===== src/rtl/psum_bram_accum_ctrl.sv =====
// -----------------------------------------------------------------------------
// psum_bram_accum_ctrl
//
// PL-side initiator of the psum BRAM user bus. It accepts partial-sum beats
// from the PE array and either overwrites the addressed word (first
// contribution) or performs a read-modify-write accumulate. A zero-fill sweep
// clears words [0, i_clr_len) before a layer starts. Whenever psenb
// (i_conf_ctrl[2]) hands the BRAM to the PS, every strobe is dropped and
// progress stalls.
//
// Ports
//   clk, rst         clock, asynchronous active-high reset
//   i_conf_ctrl      bit 2 = psenb (PS owns BRAM); other bits ignored
//   i_psum_vld/o_psum_rdy, i_psum_addr (word index), i_psum_data,
//   i_psum_first     psum beat handshake and payload
//   i_clr_start      one-cycle pulse starting the zero-fill sweep
//   i_clr_len        number of words to clear, starting at word 0
//   mem_addr/mem_idat/mem_odat/mem_wren/mem_enb/mem_rst   BRAM user bus
//   o_busy           controller not idle
//   o_wr_cnt         completed BRAM writes, wraps at 2^32
// -----------------------------------------------------------------------------
module psum_bram_accum_ctrl #(
  parameter int DATA_WIDTH = 32,
  parameter int ADDR_WIDTH = 32,
  parameter int NUM_BYTE   = 4,
  parameter int REG_WIDTH  = 32
) (
  input  logic                  clk,
  input  logic                  rst,
  input  logic [REG_WIDTH-1:0]  i_conf_ctrl,
  input  logic                  i_psum_vld,
  output logic                  o_psum_rdy,
  input  logic [ADDR_WIDTH-1:0] i_psum_addr,
  input  logic [DATA_WIDTH-1:0] i_psum_data,
  input  logic                  i_psum_first,
  input  logic                  i_clr_start,
  input  logic [ADDR_WIDTH-1:0] i_clr_len,
  output logic [ADDR_WIDTH-1:0] mem_addr,
  output logic [DATA_WIDTH-1:0] mem_idat,
  input  logic [DATA_WIDTH-1:0] mem_odat,
  output logic [NUM_BYTE-1:0]   mem_wren,
  output logic                  mem_enb,
  output logic                  mem_rst,
  output logic                  o_busy,
  output logic [31:0]           o_wr_cnt
);

  typedef enum logic [2:0] {
    S_IDLE,
    S_READ,
    S_WAIT,
    S_WRITE,
    S_CLEAR
  } state_t;

  localparam logic [ADDR_WIDTH-1:0] LP_NUM_BYTE = ADDR_WIDTH'(NUM_BYTE);

  state_t                r_state;
  state_t                w_next;
  logic [ADDR_WIDTH-1:0] r_addr;
  logic [DATA_WIDTH-1:0] r_data;
  logic                  r_first;
  logic [DATA_WIDTH-1:0] r_sum;
  logic [ADDR_WIDTH-1:0] r_clr_idx;
  logic [ADDR_WIDTH-1:0] r_clr_len;
  logic [31:0]           r_wr_cnt;

  logic w_psenb;
  logic w_accept;
  logic w_clr_go;
  logic w_wr_fire;

  assign w_psenb  = i_conf_ctrl[2];
  // Ready is forced low during reset so no beat can be handed over while the
  // block is being cleared.
  assign o_psum_rdy = ~rst & (r_state == S_IDLE) & ~w_psenb & ~i_clr_start;
  assign w_accept   = i_psum_vld & o_psum_rdy;
  // A zero-length clear never leaves IDLE, so it issues no write.
  assign w_clr_go   = (r_state == S_IDLE) & i_clr_start & ~w_psenb &
                      (i_clr_len != '0);
  assign w_wr_fire  = ((r_state == S_WRITE) | (r_state == S_CLEAR)) & ~w_psenb;

  assign o_busy   = (r_state != S_IDLE);
  assign o_wr_cnt = r_wr_cnt;
  assign mem_rst  = 1'b0;

  // ---------------------------------------------------------------------------
  // State register
  // ---------------------------------------------------------------------------
  // NOTE: sequential state uses non-blocking (<=) so every flop samples the
  // pre-edge value of its inputs, independent of block ordering.
  always_ff @(posedge clk or posedge rst) begin
    if (rst) begin
      r_state <= S_IDLE;
    end else begin
      r_state <= w_next;
    end
  end

  // ---------------------------------------------------------------------------
  // Next-state logic
  // ---------------------------------------------------------------------------
  // NOTE: every always_comb output is assigned a default first; a path that
  // leaves one unassigned would infer a latch.
  always_comb begin
    w_next = r_state;
    unique case (r_state)
      S_IDLE: begin
        if (w_clr_go)      w_next = S_CLEAR;
        else if (w_accept) w_next = i_psum_first ? S_WRITE : S_READ;
      end
      S_READ:  if (!w_psenb) w_next = S_WAIT;
      // The read data returning this cycle is lost if the PS took the bus,
      // so the read has to be issued again.
      S_WAIT:  w_next = w_psenb ? S_READ : S_WRITE;
      S_WRITE: if (!w_psenb) w_next = S_IDLE;
      S_CLEAR: begin
        if (!w_psenb && (r_clr_idx == r_clr_len - 1'b1)) w_next = S_IDLE;
      end
      default: w_next = S_IDLE;
    endcase
  end

  // ---------------------------------------------------------------------------
  // BRAM bus decode: driven only from registered state, never from i_psum_*
  // ---------------------------------------------------------------------------
  always_comb begin
    mem_enb  = 1'b0;
    mem_wren = '0;
    mem_addr = '0;
    mem_idat = '0;
    if (!w_psenb) begin
      unique case (r_state)
        S_READ: begin
          mem_enb  = 1'b1;
          mem_addr = r_addr * LP_NUM_BYTE;
        end
        S_WRITE: begin
          mem_enb  = 1'b1;
          mem_wren = '1;
          mem_addr = r_addr * LP_NUM_BYTE;
          mem_idat = r_first ? r_data : r_sum;
        end
        S_CLEAR: begin
          mem_enb  = 1'b1;
          mem_wren = '1;
          mem_addr = r_clr_idx * LP_NUM_BYTE;
        end
        default: ;
      endcase
    end
  end

  // ---------------------------------------------------------------------------
  // Capture, sum, sweep index and write counter
  // ---------------------------------------------------------------------------
  always_ff @(posedge clk or posedge rst) begin
    if (rst) begin
      r_addr    <= '0;
      r_data    <= '0;
      r_first   <= 1'b0;
      r_sum     <= '0;
      r_clr_idx <= '0;
      r_clr_len <= '0;
      r_wr_cnt  <= '0;
    end else begin
      if (w_accept) begin
        r_addr  <= i_psum_addr;
        r_data  <= i_psum_data;
        r_first <= i_psum_first;
      end
      if (w_clr_go) begin
        r_clr_idx <= '0;
        r_clr_len <= i_clr_len;
      end else if (r_state == S_CLEAR && !w_psenb) begin
        r_clr_idx <= r_clr_idx + 1'b1;
      end
      // Wrapping two's-complement add; overflow is deliberately discarded.
      if (r_state == S_WAIT && !w_psenb) begin
        r_sum <= mem_odat + r_data;
      end
      if (w_wr_fire) begin
        r_wr_cnt <= r_wr_cnt + 32'd1;
      end
    end
  end

endmodule


===== config.mk =====
export PLATFORM = sky130hd
export DESIGN_NAME = psum_bram_accum_ctrl
export DESIGN_NICKNAME = d
export VERILOG_FILES = /design/src/rtl/psum_bram_accum_ctrl.sv
export SDC_FILE = /design/constraint.sdc
export NUM_CORES = 1
export LEC_CHECK = 0
export CAP_MARGIN = 0
export CELL_PAD_IN_SITES_DETAIL_PLACEMENT = 0
export CELL_PAD_IN_SITES_GLOBAL_PLACEMENT = 1
export CORE_ASPECT_RATIO = 1.1
export CORE_MARGIN = 5
export CORE_UTILIZATION = 39
export DETAILED_ROUTE_END_ITERATION = 6
export PLACE_DENSITY = 0.94
export SKIP_CTS_REPAIR_TIMING = 1
export SLEW_MARGIN = 25
export SYNTH_ARGS = -nofsm -noshare
export SYNTH_HDL_FRONTEND = slang
export SYNTH_SLANG_ARGS = --single-unit

===== constraint.sdc =====
create_clock -name clk -period 7.9 [get_ports clk]
set_input_delay 1.58 -clock clk [delete_from_list [all_inputs] [get_ports clk]]
set_output_delay 1.58 -clock clk [all_outputs]
set_load 0.01 [all_outputs]

=== Yosys cells after proc, flatten, opt, wreduce, memory -nomap -nowiden ===
Index checks and enable logic that the tools add are counted.

* Flip-flop bits (word level): 194
* Bits of input ports: 165
* Output and inout port bits: 104
* Word-level logic and storage cells: 64

* Add/subtract/negate cells: 4
* Equal/unequal tests: 9
* Mux-type cells: 19
* Bitwise logic cells: 12
* Reductions and logical operators: 12

{| class="wikitable"
|+ Operators with widths
! operator !! number
|-
| 2-to-1 mux 32 bit || 6
|-
| adder 32 x 1 -> 32 bit (second input constant) || 2
|-
| one-hot mux 32 bit (2 select lines) || 1
|-
| adder 32 bit || 1
|-
| equality test 32 bit || 1
|-
| nonzero test 32 bit || 1
|-
| subtractor 32 x 1 -> 32 bit (second input constant) || 1
|-
| 2-to-1 mux 3 bit || 5
|-
| one-hot mux 3 bit (5 select lines) || 1
|-
| AND 1 bit || 8
|-
| 2-to-1 mux 4 bit || 2
|-
| equality test 3 x 2 -> 1 bit (second input constant) || 2
|-
| 2-to-1 mux 2 bit || 2
|-
| inequality test 2 bit (second input constant) || 2
|-
| AND reduction 4 bit || 1
|-
| OR reduction 2 bit || 2
|-
| equality test 3 x 1 -> 1 bit (second input constant) || 1
|-
| equality test 3 bit (second input constant) || 1
|-
| logical AND 1 bit || 3
|-
| zero test 3 bit || 1
|-
| inequality test 3 bit (second input constant) || 1
|-
| NOT 1 bit || 3
|-
| nonzero test 3 bit || 1
|-
| OR reduction 3 bit || 1
|-
| 5 further kinds || 6
|}

=== Depth between registers and ports, before layout ===
* Depth after elaboration: 8
* Gate-level depth with buffers: 11
* Depth with buffers taken out: 11

=== Least setup slack after synthesis ===
No wires, ideal clock.

* Path kind: input to output
* Start point: input port i_conf_ctrl[2]
* End point: output port mem_addr[10]
* Arrival time: 3145 ps
* Required time: 6320 ps
* Slack: 3175 ps
* Cell stages on the path: 7
* Buffers on the path: 4
* Path through: clkbuf_1 > nor3_1 > and2_1 > clkbuf_1 > clkbuf_1 > buf_1 > a22o_1

* Word-level cells in the longest chain between the ends: 1

{| class="wikitable"
|+ RTL lines
! what !! line !! text
|-
| from (decl) || 30 || <nowiki>input logic [REG_WIDTH-1:0] i_conf_ctrl,</nowiki>
|-
| 2-to-1 mux 32 bit || 132 || <nowiki>if (!w_psenb) begin</nowiki>
|-
| to (decl) || 38 || <nowiki>output logic [ADDR_WIDTH-1:0] mem_addr,</nowiki>
|}

No other way between the ends.

=== Final worst setup path ===
* Start point: input port i_conf_ctrl[2]
* End point: output port mem_addr[25]

The elaborated chain is that of the path after synthesis.

==> metrics <==
filler instances approximately 2600; synthesized area between 10000 and 15000 sq um; estimated wirelength of the detail-placed design about 23000 um; number of CTS-inserted buffers 17; initial cell density of the core 0.3945; detailed-route vias per instance around 5.4; count of antenna-violating nets left after detailed routing 0; Final Setup Violations 0; Slew HR 0.3212; synth top area cells sky130_fd_sc_hd__dfrtp_1 43%, sky130_fd_sc_hd__mux2_2 9.6%, sky130_fd_sc_hd__xnor2_1 4.9%; NetSw between 1.5 and 2 mW; worst-margin pin slew 1.018 ns; multi-input logic area 6112 sq um; Peak Freq roughly 170 MHz; most area-hungry cell type in the Yosys netlist sky130_fd_sc_hd__dfrtp_1; Critical Path Slowest Stage Cell sky130_fd_sc_hd__and2_1; final standard cell area without fillers roughly 15000 sq um; number of max-cap violations 0; number of register bits inferred by synthesis 194; Worst path top cell family by delay buffers and inverters; share of power burned in registers 0.382; horizontal die dimension between 150 and 200 um; Req. time, crit path between 6 and 7 ns; Post-synth ARST share 1.000; Crit path arrival time 4.23 ns; fraction of the yosys area taken by sequential cells 0.4298; DRT Pass-1 Iters 5; vias post-DR ~9200; Antenna diodes 0; Register Area between 4000 and 5000 sq um; vias in the first global route about 9400; root buffer cell sky130_fd_sc_hd__clkbuf_16; synth warn 0; peak ir drop on the vdd network ~0.14 mV; maximum number of pins on one net before global-route repair approximately 140; commonest register cell after synthesis sky130_fd_sc_hd__dfrtp_1; placed cell area 13900 sq um; type of the tightest min-delay check reg2reg; Worst setup SP type primary input; height of the die between 150 and 200 um; clock latency reported for the late side of the worst-skew pair roughly 0.44 ns; fraction of final layout cells with drive strength greater than 1 0.1161; layout-stage area growth over the synthesis result 28.68%; worst hold slack across all endpoints approximately 0.47 ns; starting DRC count in detailed routing roughly 420; share of total power consumed by net switching 0.3719; non-filler instance count after layout approximately 1700; cell leakage power slightly above 6 nW; maximum fanout along the worst path 22; CTS clk-pin slew, worst paths about 0.070 ns; setup TNS 0 ns; GPL Wtd Cong between 0.9 and 1; clock power share 0.207; number of sinks driven by the clock tree ~190; average wire per standard cell approximately 18 um; deepest level of the CTS H-tree 4; deepest clock path buffer count 2; global route overflow 0; minimum period implied by the final worst setup slack 5.807 ns; number of enable-type register cells in the synthesized netlist 0; series of cell instances along the critical path clkdlybuf4s50_1 > buf_4 > nor3_1 > and2_1 > buf_4 > a22o_1 > clkdlybuf4s50_1; number of buffer and inverter stages on the critical path 4; sort of element at the end of the critical path output port; outcome finished, final reports clean; IO Pins 269; kind of critical path in2out; Worst Skew between 0.01 and 0.015 ns; number of slew-limit violations in the final report 0; Unique masters post-synth 69; Cells after DPL approximately 1700; final number of hold-violating endpoints 0; area inside the core boundary around 29000 sq um; unrepaired setup endpoints after global routing false; standard-cell rows between 60 and 70; TritonCTS clock tree done; final net count about 1500; remaining design rule violation count 0; number of antenna violations at the first check in global routing 2; Gate Count Post-Synth roughly 1100; buffers added on ports 232; GRT Util Overall 0.1883; area of the die 32470 sq um; per-instance average area after synthesis roughly 10 sq um; final routed wirelength across all metal layers roughly 31000 um; wire length of the first global-routing pass 49210 um; CP peak stage delay 0.75 ns; portion of the clock cycle consumed by the worst path in the final layout 0.7351; internal power consumption 2.830 mW; top cell type's share of synthesized area 0.4298; combinational group share of total power 0.411; Pwr per Cell Area between 300 and 400 nW/um^2
[cells in the mapped netlist (all sizes together) (5+ instances only)]
library cell and number:
nand3 32, nor3 20, nor2 103, a22o 29, xnor2 63, dfrtp 194
o21bai 7, a21o 6, o31ai 5, mux2i 40, nand2b 9, or2 6
buf 19, a211o 6, a31oi 6, nor4 18, ha 34, o21ai 54
clkbuf 38, inv 22, nor3b 11, nand4 25, or3 11, xor2 59
and2 8, a21oi 40, nand2 89, and3 12, mux2 96
[logic make-up (layout without fill, tap and decap cells)]
group / after synthesis / after routing / synth area share
other: 1 / 3 / 0.0003320
AOI/OAI and AO/OA: 183 / 183 / 0.1088
and+or+nand+nor: 368 / 368 / 0.1644
buffers and inverters: 79 / 294 / 0.03080
adders and majority gates: 35 / 35 / 0.03944
xor gates and xnor gates: 122 / 122 / 0.09527
DFF: 194 / 194 / 0.4298
muxes: 136 / 136 / 0.1312
[layout make-up]
type                    instances  share of cell area
flip-flops and latches        194              0.3343
well taps                     368             0.03168
multi-input cells             847              0.4205
clock buffers                  19             0.03116
clock inverters                13             0.01188
inverters                      22            0.006543
repair buffers                240              0.1639
[stage by stage]
stage	setup slack (ns)	util	total power, mW
after floorplan	1.036	-	2.984
after global placement	2.088	0.4856	3.526
after detailed placement	2.078	0.4857	3.585
after CTS	2.069	0.5075	4.543
after global routing	1.906	0.5077	4.832
final	2.093	0.5077	4.506
[worst register-to-register path, stage by stage, from the launching register on]
cell and delay, ns:
sky130_fd_sc_hd__dfrtp_1 0.50, sky130_fd_sc_hd__nor4_1 0.63, sky130_fd_sc_hd__o211a_2 0.98, sky130_fd_sc_hd__o2111ai_1 0.31
sky130_fd_sc_hd__nor4_2 0.59, sky130_fd_sc_hd__nand3_1 0.21, sky130_fd_sc_hd__xor2_1 0.18, sky130_fd_sc_hd__nor2_1 0.05
[cell usage in the layout (no fill, tap or decap), types with 7 or more instances in the layout]
master                            netlist  routed
sky130_fd_sc_hd__a21oi_1               40      40
sky130_fd_sc_hd__a22o_1                29      29
sky130_fd_sc_hd__and2_1                 8       8
sky130_fd_sc_hd__and3_1                12      12
sky130_fd_sc_hd__buf_4                  9       8
sky130_fd_sc_hd__clkbuf_16              0      17
sky130_fd_sc_hd__clkdlybuf4s50_1        0     232
sky130_fd_sc_hd__dfrtp_1              194     193
sky130_fd_sc_hd__ha_1                  34      34
sky130_fd_sc_hd__inv_1                 22      21
sky130_fd_sc_hd__mux2_2                96      96
sky130_fd_sc_hd__mux2i_1               40      40
sky130_fd_sc_hd__nand2_1               89      88
sky130_fd_sc_hd__nand2b_1               9       9
sky130_fd_sc_hd__nand3_1               31      31
sky130_fd_sc_hd__nand4_1               25      25
sky130_fd_sc_hd__nor2_1               102     102
sky130_fd_sc_hd__nor3_1                20      20
sky130_fd_sc_hd__nor3b_1               11      10
sky130_fd_sc_hd__nor4_1                16      16
sky130_fd_sc_hd__o21ai_0               52      52
sky130_fd_sc_hd__o21bai_1               7       7
sky130_fd_sc_hd__or3_1                 11      11
sky130_fd_sc_hd__xnor2_1               63      63
sky130_fd_sc_hd__xor2_1                58      58
[per-layer routing]
metal / vias up / track usage / part of all wire
met4: 4 / 0.05231 / 0.020
met2: 237 / 0.3223 / 0.50
met1: 4491 / 0.2363 / 0.42
met5: - / 0 / 0.00069
met3: 45 / 0.04574 / 0.060
li1: 4376 / - / -
[path summary, 6_finish.rpt]
path / endpoint / start / depth (start not counted) / slack [ns]
worst max register to register: r_clr_idx[27] / r_state[0] / 7 / 4.33
max in group asynchronous: r_clr_len[16] / rst / 3 / 4.88
min in group asynchronous: r_state[1] / rst / 2 / 1.69
worst min-delay path: o_wr_cnt[31] / o_wr_cnt[31] / 1 / 0.47
worst min register to register: o_wr_cnt[31] / o_wr_cnt[31] / 1 / 0.47
worst max-delay path: mem_addr[25] / i_conf_ctrl[2] / 7 / 2.09
[power by group through the flow]
stage | combinational (mW) | sequential (mW) | clock [mW]
floorplan | 1.42 | 1.57 | 0
global route | 2.06 | 1.77 | 0.998
global placement | 1.81 | 1.71 | 0
finish | 1.85 | 1.72 | 0.934
detailed placement | 1.85 | 1.73 | 0
CTS | 1.86 | 1.72 | 0.963
[state kept, by name (all words and copies together) (netlist names)]
signal / count
r_state: 3
r_data: 32
r_clr_len: 32
o_wr_cnt: 32
r_clr_idx: 32
r_addr: 30
r_first: 1
r_sum: 32
Note: power is estimated with default switching activity, not from simulation.
